--- src/rtl/dwc_lpddr5xphy_pclk_rpt_seq.sv ---
// PCLK repeater-chain power sequencer: ramps segment gates up/down
// one at a time with a programmable settle gap, safe-off on supply loss.
module dwc_lpddr5xphy_pclk_rpt_seq #(
  parameter int NUM_SEG = 4,
  parameter int DLY_W   = 6
) (
  input  logic               Pclk,
  input  logic               Reset_n,
  input  logic               PwrOk,
  input  logic               EnReq,
  input  logic [DLY_W-1:0]   SettleDly,
  output logic [NUM_SEG-1:0] SegEn,
  output logic               PclkRdy,
  output logic               Busy,
  output logic               PwrFault
);

  localparam int IW = (NUM_SEG > 1) ? $clog2(NUM_SEG) : 1;
  localparam logic [IW-1:0] LAST = IW'(NUM_SEG - 1);

  typedef enum logic [2:0] {
    S_OFF,
    S_UP,
    S_ON,
    S_DOWN,
    S_FAULT
  } state_t;

  state_t            state;
  logic [IW-1:0]     idx;
  logic [DLY_W-1:0]  cnt;
  logic [DLY_W-1:0]  dly_q;
  logic [1:0]        sync_q;
  logic              pwr_ok_s;
  logic              live;

  // Segments 0..n-1 on; keeps SegEn thermometer-coded by construction
  function automatic logic [NUM_SEG-1:0] therm(input int n);
    logic [NUM_SEG-1:0] t;
    for (int i = 0; i < NUM_SEG; i++) begin
      t[i] = (i < n);
    end
    return t;
  endfunction

  always_ff @(posedge Pclk or negedge Reset_n) begin
    if (!Reset_n) begin
      sync_q <= '0;
    end else begin
      sync_q <= {sync_q[0], PwrOk};
    end
  end

  assign pwr_ok_s = sync_q[1];
  assign live = (state == S_UP) ||
                (state == S_ON) ||
                (state == S_DOWN);

  always_ff @(posedge Pclk or negedge Reset_n) begin
    if (!Reset_n) begin
      state    <= S_OFF;
      idx      <= '0;
      cnt      <= '0;
      dly_q    <= '0;
      SegEn    <= '0;
      PclkRdy  <= 1'b0;
      Busy     <= 1'b0;
      PwrFault <= 1'b0;
    end else if (live && !pwr_ok_s) begin
      // Supply loss overrides any ramp in flight
      state    <= S_FAULT;
      idx      <= '0;
      cnt      <= '0;
      SegEn    <= '0;
      PclkRdy  <= 1'b0;
      Busy     <= 1'b0;
      PwrFault <= 1'b1;
    end else begin
      case (state)
        S_OFF: begin
          SegEn   <= '0;
          PclkRdy <= 1'b0;
          if (EnReq && pwr_ok_s) begin
            state <= S_UP;
            SegEn <= therm(1);
            idx   <= '0;
            cnt   <= SettleDly;
            dly_q <= SettleDly;
            Busy  <= 1'b1;
          end
        end
        S_UP: begin
          if (!EnReq) begin
            state <= S_DOWN;
            cnt   <= SettleDly;
            dly_q <= SettleDly;
          end else if (cnt != '0) begin
            cnt <= cnt - DLY_W'(1);
          end else if (idx != LAST) begin
            idx   <= idx + IW'(1);
            SegEn <= therm(int'(idx) + 2);
            cnt   <= dly_q;
          end else begin
            state   <= S_ON;
            PclkRdy <= 1'b1;
            Busy    <= 1'b0;
          end
        end
        S_ON: begin
          SegEn <= '1;
          if (!EnReq) begin
            state   <= S_DOWN;
            idx     <= LAST;
            cnt     <= SettleDly;
            dly_q   <= SettleDly;
            PclkRdy <= 1'b0;
            Busy    <= 1'b1;
          end
        end
        S_DOWN: begin
          if (cnt != '0) begin
            cnt <= cnt - DLY_W'(1);
          end else begin
            SegEn <= therm(int'(idx));
            if (idx == '0) begin
              state <= S_OFF;
              Busy  <= 1'b0;
            end else begin
              idx <= idx - IW'(1);
              cnt <= dly_q;
            end
          end
        end
        S_FAULT: begin
          SegEn   <= '0;
          PclkRdy <= 1'b0;
          Busy    <= 1'b0;
          if (!EnReq) begin
            state    <= S_OFF;
            PwrFault <= 1'b0;
          end
        end
        default: begin
          state    <= S_OFF;
          idx      <= '0;
          cnt      <= '0;
          SegEn    <= '0;
          PclkRdy  <= 1'b0;
          Busy     <= 1'b0;
          PwrFault <= 1'b0;
        end
      endcase
    end
  end

endmodule

--- config.mk ---
export PLATFORM = sky130hd
export DESIGN_NAME = dwc_lpddr5xphy_pclk_rpt_seq
export DESIGN_NICKNAME = d
export VERILOG_FILES = /design/src/rtl/dwc_lpddr5xphy_pclk_rpt_seq.sv
export SDC_FILE = /design/constraint.sdc
export NUM_CORES = 1
export LEC_CHECK = 0
export ABC_CLOCK_PERIOD_IN_PS = 2580
export BUFFER_PORTS_ARGS = -buffer_cell sky130_fd_sc_hd__clkbuf_2
export CAP_MARGIN = 20
export CORE_MARGIN = 2
export CORE_UTILIZATION = 30
export DETAILED_ROUTE_END_ITERATION = 10
export RECOVER_POWER = 100
export SLEW_MARGIN = 0
export SYNTH_ARGS = -nofsm -noshare
export SYNTH_HDL_FRONTEND = slang
export SYNTH_SLANG_ARGS = --single-unit
--- constraint.sdc ---
create_clock -name Pclk -period 2.58 [get_ports Pclk]
set_clock_uncertainty 0.2 [all_clocks]
set_input_delay 0.387 -clock Pclk [delete_from_list [all_inputs] [get_ports Pclk]]
set_output_delay 0.387 -clock Pclk [all_outputs]
set_load 0.02 [all_outputs]
==> flow_summary.html, run 1 <==
<table>
<tr><th>Metric</th><th>Value</th></tr>
<tr><th colspan="2">Drt</th></tr>
<tr><td>Total via count after detailed routing</td><td>1,406</td></tr>
<tr><td>DR vias/cell</td><td>5.25</td></tr>
<tr><td>Number of nets with antenna violations after detailed routing</td><td>0</td></tr>
<tr><td># DRC</td><td>0</td></tr>
<tr><td>First-pass detailed-route iteration total</td><td>4</td></tr>
<tr><td>Routed wire per std cell</td><td>14.1 µm</td></tr>
<tr><td>Iteration-0 DRC count of the detailed router</td><td>139</td></tr>
<tr><td>Final wirelength</td><td>3790 µm</td></tr>
<tr><th colspan="2">Logic synthesis</th></tr>
<tr><td>Share of the yosys chip area belonging to registers</td><td>0.402</td></tr>
<tr><td>Async set-or-reset flop fraction in the synthesized netlist</td><td>1.00</td></tr>
<tr><td>Most area-consuming cells after synthesis</td><td>sky130_fd_sc_hd__dfrtp_1, sky130_fd_sc_hd__mux2_2, sky130_fd_sc_hd__ha_1</td></tr>
<tr><td>Synthesized area divided by synthesized cell count</td><td>9.52 µm²</td></tr>
<tr><td>Syn nets</td><td>185</td></tr>
<tr><td>Netlist area before placement</td><td>0.00162 mm²</td></tr>
<tr><td>Fraction of post-synthesis cell area in the top cell type by area</td><td>0.402</td></tr>
<tr><td>Number of flops mapped to enable cells by yosys</td><td>0</td></tr>
<tr><td>Most area-hungry cell type in the Yosys netlist</td><td>sky130_fd_sc_hd__dfrtp_1</td></tr>
<tr><td>Number of instances in the synthesized netlist</td><td>170</td></tr>
<tr><td>Yosys warnings</td><td>0</td></tr>
<tr><td>#FFs+latches synth</td><td>26</td></tr>
<tr><td>Number of distinct library cells after synthesis</td><td>49</td></tr>
<tr><td>Flip-flop cell with the highest count after synthesis</td><td>sky130_fd_sc_hd__dfrtp_1</td></tr>
<tr><th colspan="2">Place</th></tr>
<tr><td>Routability Congestion</td><td>0.865</td></tr>
<tr><td># placed instances</td><td>263</td></tr>
<tr><td>Port Buffer Count</td><td>16</td></tr>
<tr><td>Half-perimeter wire length after detailed placement</td><td>2940 µm</td></tr>
<tr><th colspan="2">Setup path</th></tr>
<tr><td>CP Cell Sequence</td><td>inv_1 -&gt; ha_1 -&gt; nor4b_4 -&gt; clkbuf_1 -&gt; nand2_1 -&gt; o211a_1 -&gt; nor2_1 -&gt; mux2_2</td></tr>
<tr><td>Worst Setup End Kind</td><td>flop</td></tr>
<tr><td>Launching element type of the critical path</td><td>flop</td></tr>
<tr><td>Capture instance of the worst register-to-register path</td><td>idx[0]$_DFFE_PN0P_</td></tr>
<tr><td>Setup slack, reg-to-reg</td><td>210 ps</td></tr>
<tr><td>Highest-delay cell along the critical path</td><td>sky130_fd_sc_hd__dfrtp_1</td></tr>
<tr><td>Largest driver fanout on the critical path</td><td>5</td></tr>
<tr><td>Register-to-Register Path Depth</td><td>8</td></tr>
<tr><td>Crit-path max cell delay</td><td>420 ps</td></tr>
<tr><td>Required time at the endpoint of the critical path</td><td>2550 ps</td></tr>
<tr><td>Category of the critical setup timing path</td><td>reg -&gt; reg</td></tr>
<tr><td>Data arrival time of the critical path</td><td>2340 ps</td></tr>
<tr><td>Crit Reg-Reg Startpoint</td><td>cnt[0]$_DFFE_PN0P_</td></tr>
<tr><th colspan="2">Clock network</th></tr>
<tr><td>Sinks on Clock Net</td><td>26</td></tr>
<tr><td>Num CTS Buffers</td><td>3</td></tr>
<tr><td>Worst-case clock buffer depth</td><td>2</td></tr>
<tr><td>Number of gates resized after CTS</td><td>0</td></tr>
<tr><td>Clock-pin slew reported for the worst setup and hold paths after clock tree synthesis</td><td>100 ps</td></tr>
<tr><td>Library cell used as clock root buffer</td><td>sky130_fd_sc_hd__clkbuf_8</td></tr>
<tr><td>CTS tree</td><td>done</td></tr>
<tr><td>H-tree levels</td><td>1</td></tr>
<tr><td>Clock latency on the worst-skew pair</td><td>270 ps</td></tr>
<tr><th colspan="2">Power and ir drop</th></tr>
<tr><td>Sequential fraction of design power</td><td>0.310</td></tr>
<tr><td>Part of the power in combinational logic</td><td>0.578</td></tr>
<tr><td>Reported net switching power</td><td>1.05 mW</td></tr>
<tr><td>Relative contribution of the clock network to total power</td><td>0.112</td></tr>
<tr><td>Internal power component</td><td>1.34 mW</td></tr>
<tr><td>Power density over cell area</td><td>1250 mW/mm²</td></tr>
<tr><td>Largest vdd supply drop</td><td>0.538 mV</td></tr>
<tr><td>Sw Ratio</td><td>0.440</td></tr>
<tr><td>Static leakage</td><td>0.866 nW</td></tr>
<tr><th colspan="2">Timing</th></tr>
<tr><td>Hold violation count in the final report</td><td>0</td></tr>
<tr><td>Least-Margin Pin Slew</td><td>1410 ps</td></tr>
<tr><td>Minimum period implied by the final worst setup slack</td><td>2370 ps</td></tr>
<tr><td>Final Cycle Share</td><td>0.920</td></tr>
<tr><td>Final number of max-transition violations</td><td>0</td></tr>
<tr><td>RSZ-0062 raised after global routing</td><td>no</td></tr>
<tr><td>Total Neg Setup Slack</td><td>0 ps</td></tr>
<tr><td>Relative max-transition margin</td><td>0.0584</td></tr>
<tr><td>Timing-limited maximum frequency</td><td>0.422 GHz</td></tr>
<tr><td>Count of endpoints failing setup in the final report</td><td>0</td></tr>
<tr><th colspan="2">Worst hold path</th></tr>
<tr><td>Worst hold path startpoint</td><td>PwrOk</td></tr>
<tr><td>Hold Crit Endpoint</td><td>sync_q[0]$_DFF_PN0_</td></tr>
<tr><td>Depth of the worst hold-timing path</td><td>1</td></tr>
<tr><td>Tightest Hold Check Type</td><td>in -&gt; reg</td></tr>
<tr><th colspan="2">Floorplanning</th></tr>
<tr><td>Row count</td><td>26</td></tr>
<tr><td>Effective utilization at floorplan</td><td>0.313</td></tr>
<tr><td>DIE WIDTH</td><td>77.5 µm</td></tr>
<tr><td>Total core area</td><td>0.00517 mm²</td></tr>
<tr><td>Total die area</td><td>0.00600 mm²</td></tr>
<tr><td>Y dimension of the die</td><td>77.5 µm</td></tr>
<tr><td>Ports placed on the boundary</td><td>17</td></tr>
<tr><th colspan="2">Global route</th></tr>
<tr><td>First-pass GRT wire length</td><td>6430 µm</td></tr>
<tr><td>Pin count of the biggest net entering global routing</td><td>27</td></tr>
<tr><td>Total Routing Usage GR</td><td>0.131</td></tr>
<tr><td>Total global routing overflow</td><td>0</td></tr>
<tr><td>Vias in the first global route</td><td>1,274</td></tr>
<tr><td>Initial antenna violation count</td><td>0</td></tr>
<tr><th colspan="2">Finish</th></tr>
<tr><td>Antenna cells</td><td>0</td></tr>
<tr><td>Final core occ</td><td>0.369</td></tr>
<tr><td>Count of placed standard cells in the final layout, fillers left out</td><td>268</td></tr>
<tr><td>Share of final-layout standard cells stronger than drive strength 1</td><td>0.192</td></tr>
<tr><td>Area added between synthesis and finish</td><td>17.9%</td></tr>
<tr><td>Final #Nets</td><td>214</td></tr>
<tr><th colspan="2">Run status</th></tr>
<tr><td>Run status</td><td>finished, final reports clean</td></tr>
<tr><th colspan="2">Run</th></tr>
<tr><td>Max-capacitance violation count</td><td>0</td></tr>
</table>
==> worst max path at each step <==
stage	start	to	slack, ps	cells past startpoint
floorplan	cnt[0]$_DFFE_PN0P_	cnt[3]$_DFFE_PN0P_	170	7
global placement	idx[0]$_DFFE_PN0P_	cnt[3]$_DFFE_PN0P_	260	6
detailed placement	cnt[0]$_DFFE_PN0P_	cnt[5]$_DFFE_PN0P_	220	7
CTS	cnt[0]$_DFFE_PN0P_	cnt[5]$_DFFE_PN0P_	210	7
global route	cnt[0]$_DFFE_PN0P_	SegEn[1]$_DFFE_PN0P_	60	8
finish	cnt[0]$_DFFE_PN0P_	idx[0]$_DFFE_PN0P_	210	8
==> cell type report <==
class	count	area, µm²
sequential	26	651
inverter	10	37.5
clock buffer	4	55.1
multi-input combinational	126	895
timing repair buffer	32	183
tap	70	87.6
fill	526	3260
==> registers in the layout, summed over array words and instances, names as in the netlist <==
name      count
cnt           6
dly_q         6
SegEn         4
state         3
idx           2
sync_q        2
Busy          1
PclkRdy       1
PwrFault      1
==> what timing repair did <==
action	CTS	global route
buffers inserted	0	0
endpoints found under the hold margin	26	0
hold buffers	1	0
==> metal layers <==
layer	routed length, µm	track usage	up-vias	share of wire
met4	38	0.0429	0	0.010
met5	0	0	-	0
met2	1730	0.197	42	0.46
met1	1830	0.193	672	0.48
met3	192	0.0198	2	0.051
li1	-	-	690	-
==> cell families (layout without fill, tap and decap cells) <==
family	count (synthesis)	in the layout	share of synthesized area
DFF	26	26	0.402
and+or+nand+nor	53	53	0.171
adders and majority gates	5	5	0.0386
buffers and inverters	18	46	0.0441
xor gates and xnor gates	3	3	0.0162
AOI/OAI and AO/OA	55	55	0.257
muxes	10	10	0.0711
==> power groups by stage <==
| stage | clock network, mW | logic [mW] | registers [mW] |
|---|---|---|---|
| detailed placement | 0 | 1.40 | 0.745 |
| floorplan | 0 | 0.979 | 0.726 |
| CTS | 0.277 | 1.41 | 0.738 |
| finish | 0.266 | 1.38 | 0.741 |
| global route | 0.294 | 1.51 | 0.765 |
| global placement | 0 | 1.40 | 0.747 |
==> cells in the final DEF (no fill, tap or decap), types with 2 or more instances in the layout <==
cell | netlist | final
sky130_fd_sc_hd__mux2_2 | 8 | 8
sky130_fd_sc_hd__clkbuf_1 | 3 | 10
sky130_fd_sc_hd__inv_1 | 10 | 10
sky130_fd_sc_hd__o32ai_1 | 2 | 2
sky130_fd_sc_hd__a21o_1 | 4 | 4
sky130_fd_sc_hd__o211ai_1 | 2 | 2
sky130_fd_sc_hd__ha_1 | 5 | 5
sky130_fd_sc_hd__o211a_1 | 2 | 2
sky130_fd_sc_hd__clkbuf_2 | 0 | 9
sky130_fd_sc_hd__nand4b_1 | 3 | 3
sky130_fd_sc_hd__clkbuf_8 | 0 | 4
sky130_fd_sc_hd__o21ai_0 | 5 | 5
sky130_fd_sc_hd__nand3_1 | 3 | 3
sky130_fd_sc_hd__and3_1 | 2 | 2
sky130_fd_sc_hd__nand2_1 | 16 | 17
sky130_fd_sc_hd__nor3_1 | 4 | 4
sky130_fd_sc_hd__a31oi_1 | 2 | 2
sky130_fd_sc_hd__or3_1 | 2 | 2
sky130_fd_sc_hd__o31ai_1 | 2 | 2
sky130_fd_sc_hd__a21boi_0 | 2 | 2
sky130_fd_sc_hd__a21oi_1 | 12 | 12
sky130_fd_sc_hd__buf_4 | 0 | 12
sky130_fd_sc_hd__a32o_1 | 3 | 3
sky130_fd_sc_hd__a22oi_1 | 2 | 2
sky130_fd_sc_hd__a211oi_1 | 3 | 3
sky130_fd_sc_hd__nor2_1 | 15 | 15
sky130_fd_sc_hd__xnor2_1 | 2 | 2
sky130_fd_sc_hd__dfrtp_1 | 26 | 26
sky130_fd_sc_hd__a22o_1 | 4 | 4
==> per-stage QoR <==
| stage | instance area (µm²) | hold slack, ps | worst slack (ps) | power, mW |
|---|---|---|---|---|
| 2_1_floorplan | 1620 | -109 | 165 | 1.70 |
| 3_3_place_gp | 1870 | 135 | 262 | 2.15 |
| 3_5_place_dp | 1870 | 145 | 222 | 2.15 |
| 4_1_cts | 1930 | 8.94 | 214 | 2.42 |
| 5_1_grt | 1910 | 7.08 | 59.2 | 2.57 |
| 6_report | 1910 | 13.4 | 208 | 2.39 |
==> cell usage after synthesis (4+ instances only) <==
master and n:
sky130_fd_sc_hd__dfrtp_1 26, sky130_fd_sc_hd__a21o_1 4, sky130_fd_sc_hd__a21oi_1 12, sky130_fd_sc_hd__mux2_2 8
sky130_fd_sc_hd__nor3_1 4, sky130_fd_sc_hd__nand2_1 16, sky130_fd_sc_hd__nor2_1 15, sky130_fd_sc_hd__a22o_1 4
sky130_fd_sc_hd__inv_1 10, sky130_fd_sc_hd__o21ai_0 5, sky130_fd_sc_hd__ha_1 5
==> worst max-delay path: cells and delay by family, from the launching register on <==
| family | cells | cell delay (ps) |
|---|---|---|
| AOI/OAI and AO/OA | 1 | 270 |
| adders and majority gates | 1 | 160 |
| buffers and inverters | 2 | 290 |
| DFF | 1 | 420 |
| muxes | 1 | 350 |
| and+or+nand+nor | 3 | 580 |
No activity file was read; power rests on OpenSTA's default activity.
==> inputs of run 2 (changes only) <==
Settings changed: BUFFER_PORTS_ARGS -buffer_cell sky130_fd_sc_hd__clkbuf_2 to -buffer_cell sky130_fd_sc_hd__buf_2.
==> run 2 against run 1 <==
  * Setup slack worse by 83 ps
  * Via count down 0.71%
  * Flip-flop and latch count unchanged
  * Cell count unchanged
  * Global-route usage up 0.57 points
  * Hold slack better by 140 ps
  * Design area up 0.85%
  * Sequential power about the same
  * Sequential share of layout area down 0.29 points
  * Non-clock buffer count unchanged
  * Wire length up 0.26%
  * Largest cell class unchanged
  * Largest power group unchanged
  * Highest routed layer unchanged
==> flow_summary.html, run 2 (synthesized netlist as in run 1, its figures left out) <==
<table>
<tr><th>Metric</th><th>Value</th></tr>
<tr><th colspan="2">Power and ir drop</th></tr>
<tr><td>Relative contribution of the clock network to total power</td><td>0.139</td></tr>
<tr><td>Internal power component</td><td>1.41 mW</td></tr>
<tr><td>Post-layout power</td><td>2.46 mW</td></tr>
<tr><td>Largest vdd supply drop</td><td>0.440 mV</td></tr>
<tr><td>Reported net switching power</td><td>1.05 mW</td></tr>
<tr><td>Sequential fraction of design power</td><td>0.303</td></tr>
<tr><td>Static leakage</td><td>0.869 nW</td></tr>
<tr><td>Part of the power in combinational logic</td><td>0.559</td></tr>
<tr><td>Power density over cell area</td><td>1280 mW/mm²</td></tr>
<tr><td>Sw Ratio</td><td>0.426</td></tr>
<tr><th colspan="2">Setup path</th></tr>
<tr><td>Required time at the endpoint of the critical path</td><td>2550 ps</td></tr>
<tr><td>Category of the critical setup timing path</td><td>reg -&gt; reg</td></tr>
<tr><td>Worst Setup End Kind</td><td>flop</td></tr>
<tr><td>Register-to-Register Path Depth</td><td>6</td></tr>
<tr><td>Crit Reg-Reg Startpoint</td><td>idx[0]$_DFFE_PN0P_</td></tr>
<tr><td>Capture instance of the worst register-to-register path</td><td>cnt[3]$_DFFE_PN0P_</td></tr>
<tr><td>Data arrival time of the critical path</td><td>2430 ps</td></tr>
<tr><td>Setup slack, reg-to-reg</td><td>120 ps</td></tr>
<tr><td>Launching element type of the critical path</td><td>flop</td></tr>
<tr><td>Largest driver fanout on the critical path</td><td>7</td></tr>
<tr><th colspan="2">Floorplanning</th></tr>
<tr><td>Effective utilization at floorplan</td><td>0.313</td></tr>
<tr><td>Row count</td><td>26</td></tr>
<tr><td>Total core area</td><td>0.00517 mm²</td></tr>
<tr><td>Ports placed on the boundary</td><td>17</td></tr>
<tr><td>DIE WIDTH</td><td>77.5 µm</td></tr>
<tr><td>Total die area</td><td>0.00600 mm²</td></tr>
<tr><td>Y dimension of the die</td><td>77.5 µm</td></tr>
<tr><th colspan="2">Clock network</th></tr>
<tr><td>Number of buffers inserted for hold repair after clock tree synthesis</td><td>1</td></tr>
<tr><td>Library cell used as clock root buffer</td><td>sky130_fd_sc_hd__clkbuf_8</td></tr>
<tr><td>Clock-pin slew reported for the worst setup and hold paths after clock tree synthesis</td><td>90 ps</td></tr>
<tr><td>Post CTS Setup Buffer Count</td><td>0</td></tr>
<tr><td>CTS tree</td><td>done</td></tr>
<tr><td>Sinks on Clock Net</td><td>26</td></tr>
<tr><td>Clock latency on the worst-skew pair</td><td>270 ps</td></tr>
<tr><td>Num CTS Buffers</td><td>3</td></tr>
<tr><td>Worst-case clock buffer depth</td><td>2</td></tr>
<tr><td>H-tree levels</td><td>1</td></tr>
<tr><td>Number of gates resized after CTS</td><td>0</td></tr>
<tr><th colspan="2">Global route</th></tr>
<tr><td>Total Routing Usage GR</td><td>0.137</td></tr>
<tr><td>First-pass GRT wire length</td><td>6580 µm</td></tr>
<tr><td>Pin count of the biggest net entering global routing</td><td>27</td></tr>
<tr><td>Vias in the first global route</td><td>1,356</td></tr>
<tr><td>Initial antenna violation count</td><td>0</td></tr>
<tr><td>Total global routing overflow</td><td>0</td></tr>
<tr><th colspan="2">Drt</th></tr>
<tr><td>First-pass detailed-route iteration total</td><td>4</td></tr>
<tr><td>Routed wire per std cell</td><td>14.2 µm</td></tr>
<tr><td>Number of nets with antenna violations after detailed routing</td><td>0</td></tr>
<tr><td>Final wirelength</td><td>3800 µm</td></tr>
<tr><td>DR vias/cell</td><td>5.21</td></tr>
<tr><td>Iteration-0 DRC count of the detailed router</td><td>103</td></tr>
<tr><td># DRC</td><td>0</td></tr>
<tr><td>Total via count after detailed routing</td><td>1,396</td></tr>
<tr><th colspan="2">Run</th></tr>
<tr><td>Max-capacitance violation count</td><td>0</td></tr>
<tr><th colspan="2">Timing</th></tr>
<tr><td>Timing-limited maximum frequency</td><td>0.407 GHz</td></tr>
<tr><td>RSZ-0062 raised after global routing</td><td>no</td></tr>
<tr><td>Least-Margin Pin Slew</td><td>1430 ps</td></tr>
<tr><td>Total Neg Setup Slack</td><td>0 ps</td></tr>
<tr><td>Hold violation count in the final report</td><td>0</td></tr>
<tr><td>Minimum period implied by the final worst setup slack</td><td>2460 ps</td></tr>
<tr><td>Final Cycle Share</td><td>0.952</td></tr>
<tr><td>Relative max-transition margin</td><td>0.0482</td></tr>
<tr><td>Final number of max-transition violations</td><td>0</td></tr>
<tr><td>Count of endpoints failing setup in the final report</td><td>0</td></tr>
<tr><th colspan="2">Place</th></tr>
<tr><td>Area after detailed placement</td><td>0.00186 mm²</td></tr>
<tr><td>Routability Congestion</td><td>0.826</td></tr>
<tr><td>Port Buffer Count</td><td>16</td></tr>
<tr><td>Half-perimeter wire length after detailed placement</td><td>2890 µm</td></tr>
<tr><th colspan="2">Finish</th></tr>
<tr><td>Filler Cell Count</td><td>538</td></tr>
<tr><td>Share of final-layout standard cells stronger than drive strength 1</td><td>0.182</td></tr>
<tr><td>Antenna cells</td><td>0</td></tr>
<tr><td>Final #Nets</td><td>214</td></tr>
<tr><td>Area used by multi-input combinational logic</td><td>890 µm²</td></tr>
<tr><td>Top library cells by usage in the layout, fill and taps aside</td><td>sky130_fd_sc_hd__dfrtp_1, sky130_fd_sc_hd__nand2_1, sky130_fd_sc_hd__nor2_1</td></tr>
<tr><td>Fin area</td><td>0.00192 mm²</td></tr>
<tr><td>Area added between synthesis and finish</td><td>18.9%</td></tr>
<tr><td>Final core occ</td><td>0.372</td></tr>
<tr><td>Largest registers in the final layout</td><td>cnt (6), dly_q (6), SegEn (4)</td></tr>
<tr><td>Most common cell after layout, fill and taps aside</td><td>sky130_fd_sc_hd__dfrtp_1</td></tr>
<tr><td>Seq. cell area</td><td>651 µm²</td></tr>
<tr><th colspan="2">Worst hold path</th></tr>
<tr><td>Tightest Hold Check Type</td><td>reg -&gt; reg</td></tr>
<tr><td>Depth of the worst hold-timing path</td><td>0</td></tr>
<tr><td>Hold Crit Endpoint</td><td>sync_q[1]$_DFF_PN0_</td></tr>
<tr><td>Worst hold path startpoint</td><td>sync_q[0]$_DFF_PN0_</td></tr>
<tr><th colspan="2">Run status</th></tr>
<tr><td>Run status</td><td>finished, final reports clean</td></tr>
</table>
## run 2: power by group through the flow
stage	logic, mW	clock network [mW]	registers, mW
after floorplan	0.979	0	0.726
after detailed placement	1.40	0	0.745
final	1.37	0.340	0.743
after global placement	1.41	0	0.743
after CTS	1.41	0.350	0.738
after global routing	1.53	0.371	0.770
## run 2: layout make-up
class / instances / area share
Multi-Input combinational cell: 126 / 0.462
Sequential cell: 26 / 0.338
Timing Repair Buffer: 32 / 0.0975
Tap cell: 70 / 0.0455
Clock buffer: 3 / 0.0215
Inverter: 10 / 0.0195
Clock inverter: 1 / 0.0156
## run 2: routing by layer
metal	wire, µm	vias to the layer above	track usage
met1	1870	680	0.195
met4	90	0	0.0679
met2	1760	22	0.209
li1	-	685	-
met5	0	-	0
met3	80	9	0.0128
## run 2: worst max path at each step
stage / end / cells after the start / from / slack, ps
after floorplan: cnt[3]$_DFFE_PN0P_ / 7 / cnt[0]$_DFFE_PN0P_ / 170
after global placement: dly_q[3]$_DFFE_PN0P_ / 9 / cnt[0]$_DFFE_PN0P_ / 250
after detailed placement: cnt[3]$_DFFE_PN0P_ / 7 / cnt[0]$_DFFE_PN0P_ / 200
after CTS: cnt[3]$_DFFE_PN0P_ / 7 / cnt[0]$_DFFE_PN0P_ / 170
after global routing: cnt[3]$_DFFE_PN0P_ / 7 / cnt[0]$_DFFE_PN0P_ / 30
final: cnt[3]$_DFFE_PN0P_ / 6 / idx[0]$_DFFE_PN0P_ / 120
## run 2: per-stage QoR
step	hold slack, ps	setup slack (ps)	instances
6_report	153	125	268
5_1_grt	167	27.8	268
4_1_cts	4.55	171	267
3_5_place_dp	136	201	262
3_3_place_gp	136	250	262
2_1_floorplan	-109	165	170
## run 2: critical path, cell delays in order (launching register included)
cell and delay [ps]:
sky130_fd_sc_hd__dfrtp_1 450, sky130_fd_sc_hd__ha_1 260, sky130_fd_sc_hd__or2_2 300, sky130_fd_sc_hd__o211ai_1 330, sky130_fd_sc_hd__a311oi_4 180, sky130_fd_sc_hd__mux2_4 380
sky130_fd_sc_hd__a32o_1 250
==> inputs of run 3 (changes only) <==
Settings changed: ABC_AREA from default to 1, BUFFER_PORTS_ARGS -buffer_cell sky130_fd_sc_hd__buf_2 to -buffer_cell sky130_fd_sc_hd__clkbuf_2.
==> run 3 against run 2 <==
  * Cell count is 25% higher
  * Global-route usage down 0.80 points
  * Critical endpoint is now cnt[1]$_DFFE_PN0P_
  * Hold slack worse by 130 ps
  * Sequential power down 6.9%
  * Design area down 3.1%
  * Flip-flop and latch count is the same
  * First-iteration DRC count is 4.9% lower
  * Critical path type unchanged
  * Combinational power down 15%
  * Non-clock buffer count shrank 14
  * Synthesized cell count up 44%
==> flow_summary.html, run 3 <==
<table>
<tr><th>Metric</th><th>Value</th></tr>
<tr><th colspan="2">Clock network</th></tr>
<tr><td>Sinks on Clock Net</td><td>26</td></tr>
<tr><td>Clock latency on the worst-skew pair</td><td>270 ps</td></tr>
<tr><td>CTS tree</td><td>done</td></tr>
<tr><td>Post CTS Setup Buffer Count</td><td>0</td></tr>
<tr><td>Num CTS Buffers</td><td>3</td></tr>
<tr><td>H-tree levels</td><td>1</td></tr>
<tr><td>Clock-pin slew reported for the worst setup and hold paths after clock tree synthesis</td><td>90 ps</td></tr>
<tr><td>Library cell used as clock root buffer</td><td>sky130_fd_sc_hd__clkbuf_8</td></tr>
<tr><td>Worst-case clock buffer depth</td><td>2</td></tr>
<tr><th colspan="2">Place</th></tr>
<tr><td>Routability Congestion</td><td>0.944</td></tr>
<tr><td>Port Buffer Count</td><td>16</td></tr>
<tr><td>Area after detailed placement</td><td>0.00185 mm²</td></tr>
<tr><td>Half-perimeter wire length after detailed placement</td><td>2930 µm</td></tr>
<tr><th colspan="2">Timing</th></tr>
<tr><td>Relative max-transition margin</td><td>0.0673</td></tr>
<tr><td>Least-Margin Pin Slew</td><td>1400 ps</td></tr>
<tr><td>Minimum period implied by the final worst setup slack</td><td>2170 ps</td></tr>
<tr><td>Final number of max-transition violations</td><td>0</td></tr>
<tr><td>Final Cycle Share</td><td>0.841</td></tr>
<tr><td>Timing-limited maximum frequency</td><td>0.461 GHz</td></tr>
<tr><td>Count of endpoints failing setup in the final report</td><td>0</td></tr>
<tr><td>RSZ-0062 raised after global routing</td><td>no</td></tr>
<tr><td>Total Neg Setup Slack</td><td>0 ps</td></tr>
<tr><td>Hold violation count in the final report</td><td>0</td></tr>
<tr><th colspan="2">Setup path</th></tr>
<tr><td>Crit-path max cell delay</td><td>470 ps</td></tr>
<tr><td>Dominant cell type by count on the critical path</td><td>sky130_fd_sc_hd__nand2_1</td></tr>
<tr><td>Setup slack, reg-to-reg</td><td>410 ps</td></tr>
<tr><td>Register-to-Register Path Depth</td><td>9</td></tr>
<tr><td>Category of the critical setup timing path</td><td>reg -&gt; reg</td></tr>
<tr><td>Capture instance of the worst register-to-register path</td><td>cnt[1]$_DFFE_PN0P_</td></tr>
<tr><td>Required time at the endpoint of the critical path</td><td>2540 ps</td></tr>
<tr><td>Buffers and inverters on the worst path</td><td>1</td></tr>
<tr><td>Worst path top cell family by delay</td><td>simple AND/OR/NAND/NOR gates</td></tr>
<tr><td>CP Cell Sequence</td><td>nor2_1 -&gt; nor2_1 -&gt; nand2_2 -&gt; nand2_1 -&gt; nand3_2 -&gt; nor2_4 -&gt; inv_1 -&gt; nand2_1 -&gt; nand2_1</td></tr>
<tr><td>Worst Setup End Kind</td><td>flop</td></tr>
<tr><td>Data arrival time of the critical path</td><td>2130 ps</td></tr>
<tr><td>Crit Reg-Reg Startpoint</td><td>state[1]$_DFFE_PN0P_</td></tr>
<tr><td>Launching element type of the critical path</td><td>flop</td></tr>
<tr><td>Highest-delay cell along the critical path</td><td>sky130_fd_sc_hd__dfrtp_1</td></tr>
<tr><td>Largest driver fanout on the critical path</td><td>17</td></tr>
<tr><th colspan="2">Floorplanning</th></tr>
<tr><td>Y dimension of the die</td><td>78.9 µm</td></tr>
<tr><td>DIE WIDTH</td><td>78.9 µm</td></tr>
<tr><td>Ports placed on the boundary</td><td>17</td></tr>
<tr><td>Total die area</td><td>0.00623 mm²</td></tr>
<tr><td>Effective utilization at floorplan</td><td>0.308</td></tr>
<tr><td>Total core area</td><td>0.00547 mm²</td></tr>
<tr><td>Row count</td><td>27</td></tr>
<tr><th colspan="2">Logic synthesis</th></tr>
<tr><td>Number of flops mapped to enable cells by yosys</td><td>0</td></tr>
<tr><td>Flip-flop cell with the highest count after synthesis</td><td>sky130_fd_sc_hd__dfrtp_1</td></tr>
<tr><td>Share of the yosys chip area belonging to registers</td><td>0.386</td></tr>
<tr><td>Fraction of post-synthesis cell area in the top cell type by area</td><td>0.386</td></tr>
<tr><td>Most area-hungry cell type in the Yosys netlist</td><td>sky130_fd_sc_hd__dfrtp_1</td></tr>
<tr><td>Yosys warnings</td><td>0</td></tr>
<tr><td>#FFs+latches synth</td><td>26</td></tr>
<tr><td>Synthesized area divided by synthesized cell count</td><td>6.90 µm²</td></tr>
<tr><td>Most area-consuming cells after synthesis</td><td>sky130_fd_sc_hd__dfrtp_1, sky130_fd_sc_hd__nand2_1, sky130_fd_sc_hd__nor2_1</td></tr>
<tr><td>Most frequent cells after synthesis</td><td>sky130_fd_sc_hd__nand2_1, sky130_fd_sc_hd__nor2_1, sky130_fd_sc_hd__dfrtp_1</td></tr>
<tr><td>Async set-or-reset flop fraction in the synthesized netlist</td><td>1.00</td></tr>
<tr><td>Number of instances in the synthesized netlist</td><td>244</td></tr>
<tr><td>Netlist area before placement</td><td>0.00168 mm²</td></tr>
<tr><td>Syn nets</td><td>259</td></tr>
<tr><td>Number of distinct library cells after synthesis</td><td>23</td></tr>
<tr><td>Cell with the most instances after synthesis</td><td>sky130_fd_sc_hd__nand2_1</td></tr>
<tr><th colspan="2">Global route</th></tr>
<tr><td>Pin count of the biggest net entering global routing</td><td>27</td></tr>
<tr><td>Vias in the first global route</td><td>1,409</td></tr>
<tr><td>Total Routing Usage GR</td><td>0.129</td></tr>
<tr><td>First-pass GRT wire length</td><td>6540 µm</td></tr>
<tr><td>Initial antenna violation count</td><td>0</td></tr>
<tr><td>Total global routing overflow</td><td>0</td></tr>
<tr><th colspan="2">Power and ir drop</th></tr>
<tr><td>Post-layout power</td><td>2.13 mW</td></tr>
<tr><td>Power density over cell area</td><td>1140 mW/mm²</td></tr>
<tr><td>Largest vdd supply drop</td><td>0.370 mV</td></tr>
<tr><td>Static leakage</td><td>1.01 nW</td></tr>
<tr><th colspan="2">Drt</th></tr>
<tr><td>DR vias/cell</td><td>4.52</td></tr>
<tr><td># DRC</td><td>0</td></tr>
<tr><td>First-pass detailed-route iteration total</td><td>4</td></tr>
<tr><td>Number of nets with antenna violations after detailed routing</td><td>0</td></tr>
<tr><td>Total via count after detailed routing</td><td>1,514</td></tr>
<tr><td>Iteration-0 DRC count of the detailed router</td><td>98</td></tr>
<tr><td>Routed wire per std cell</td><td>11.3 µm</td></tr>
<tr><td>Final wirelength</td><td>3790 µm</td></tr>
<tr><th colspan="2">Finish</th></tr>
<tr><td>Share of final-layout standard cells stronger than drive strength 1</td><td>0.0951</td></tr>
<tr><td>Final #Nets</td><td>279</td></tr>
<tr><td>Fin area</td><td>0.00187 mm²</td></tr>
<tr><td>Antenna cells</td><td>0</td></tr>
<tr><td>Most common cell after layout, fill and taps aside</td><td>sky130_fd_sc_hd__nand2_1</td></tr>
<tr><td>Top library cells by usage in the layout, fill and taps aside</td><td>sky130_fd_sc_hd__nand2_1, sky130_fd_sc_hd__nor2_1, sky130_fd_sc_hd__dfrtp_1</td></tr>
<tr><td>Largest registers in the final layout</td><td>cnt (6), dly_q (6), SegEn (4)</td></tr>
<tr><td>Area added between synthesis and finish</td><td>10.8%</td></tr>
<tr><th colspan="2">Run status</th></tr>
<tr><td>Run status</td><td>finished, final reports clean</td></tr>
<tr><th colspan="2">Run</th></tr>
<tr><td>Max-capacitance violation count</td><td>0</td></tr>
<tr><th colspan="2">Worst hold path</th></tr>
<tr><td>Tightest Hold Check Type</td><td>in -&gt; reg</td></tr>
<tr><td>Hold Crit Endpoint</td><td>sync_q[0]$_DFF_PN0_</td></tr>
<tr><td>Worst hold path startpoint</td><td>PwrOk</td></tr>
<tr><td>Depth of the worst hold-timing path</td><td>1</td></tr>
</table>
[run 3: cell count changes in the layout (fill, tap and decap cells not counted), sizes merged, moves of 7 or more]
cell | previous run | this run
nand2 | 17 | 87
nor2 | 15 | 38
buf | 20 | 1
nand3 | 3 | 22
o21ai | 6 | 22
inv | 10 | 25
mux2 | 9 | 0
clkbuf | 13 | 20
[run 3: layer usage]
layer | wire, µm | track usage | part of all wire
met1 | 1940 | 0.188 | 0.51
met2 | 1700 | 0.199 | 0.45
met3 | 120 | 0.0182 | 0.032
met4 | 34 | 0.0397 | 0.0090
met5 | 0 | 0 | 0
[run 3: layout make-up]
cell class,instances,area [µm²]
fill,636,3610
multi-input combinational,190,888
sequential,26,651
inverter,25,93.8
tap,72,90.1
timing repair buffer,18,87.6
clock buffer,4,55.1
[run 3: kinds of logic after synthesis]
family	share of synthesized area
xor+xnor	0.00520
simple gates	0.405
buf+inv	0.0654
compound gates	0.101
fa+ha+maj	0.0371
flops	0.386
[run 3: repair_timing]
action                    4_1_cts  5_1_grt
hold endpoints to repair       26        0
hold buffers                    1        0
gates resized for setup         0        0
[run 3: through the flow]
step,cells,utilization,worst slack (ps),hold slack [ps]
final,335,0.341,411,20.2
after global routing,335,0.341,172,7.86
after CTS,335,0.349,536,14.8
after detailed placement,330,0.337,557,136
after global placement,330,0.337,542,132
after floorplan,244,-,831,-109
[run 3: worst max path at each step]
stage                              start              endpoint  slack [ps]  depth (start not counted)
finish              state[1]$_DFFE_PN0P_    cnt[1]$_DFFE_PN0P_         410                          9
global route        state[0]$_DFFE_PN0P_    cnt[0]$_DFFE_PN0P_         170                          9
CTS                 state[1]$_DFFE_PN0P_  dly_q[4]$_DFFE_PN0P_         540                          6
detailed placement  state[1]$_DFFE_PN0P_  dly_q[4]$_DFFE_PN0P_         560                          6
global placement    state[0]$_DFFE_PN0P_  dly_q[5]$_DFFE_PN0P_         540                          6
floorplan             cnt[0]$_DFFE_PN0P_    cnt[4]$_DFFE_PN0P_         830                          9
[run 3: power by group]
group	leakage, nW	total, mW	switching [mW]	internal (mW)
registers	0.331	0.692	0.127	0.566
clock network	0.0288	0.270	0.133	0.136
logic	0.654	1.17	0.788	0.383
total	1.01	2.13	1.05	1.09
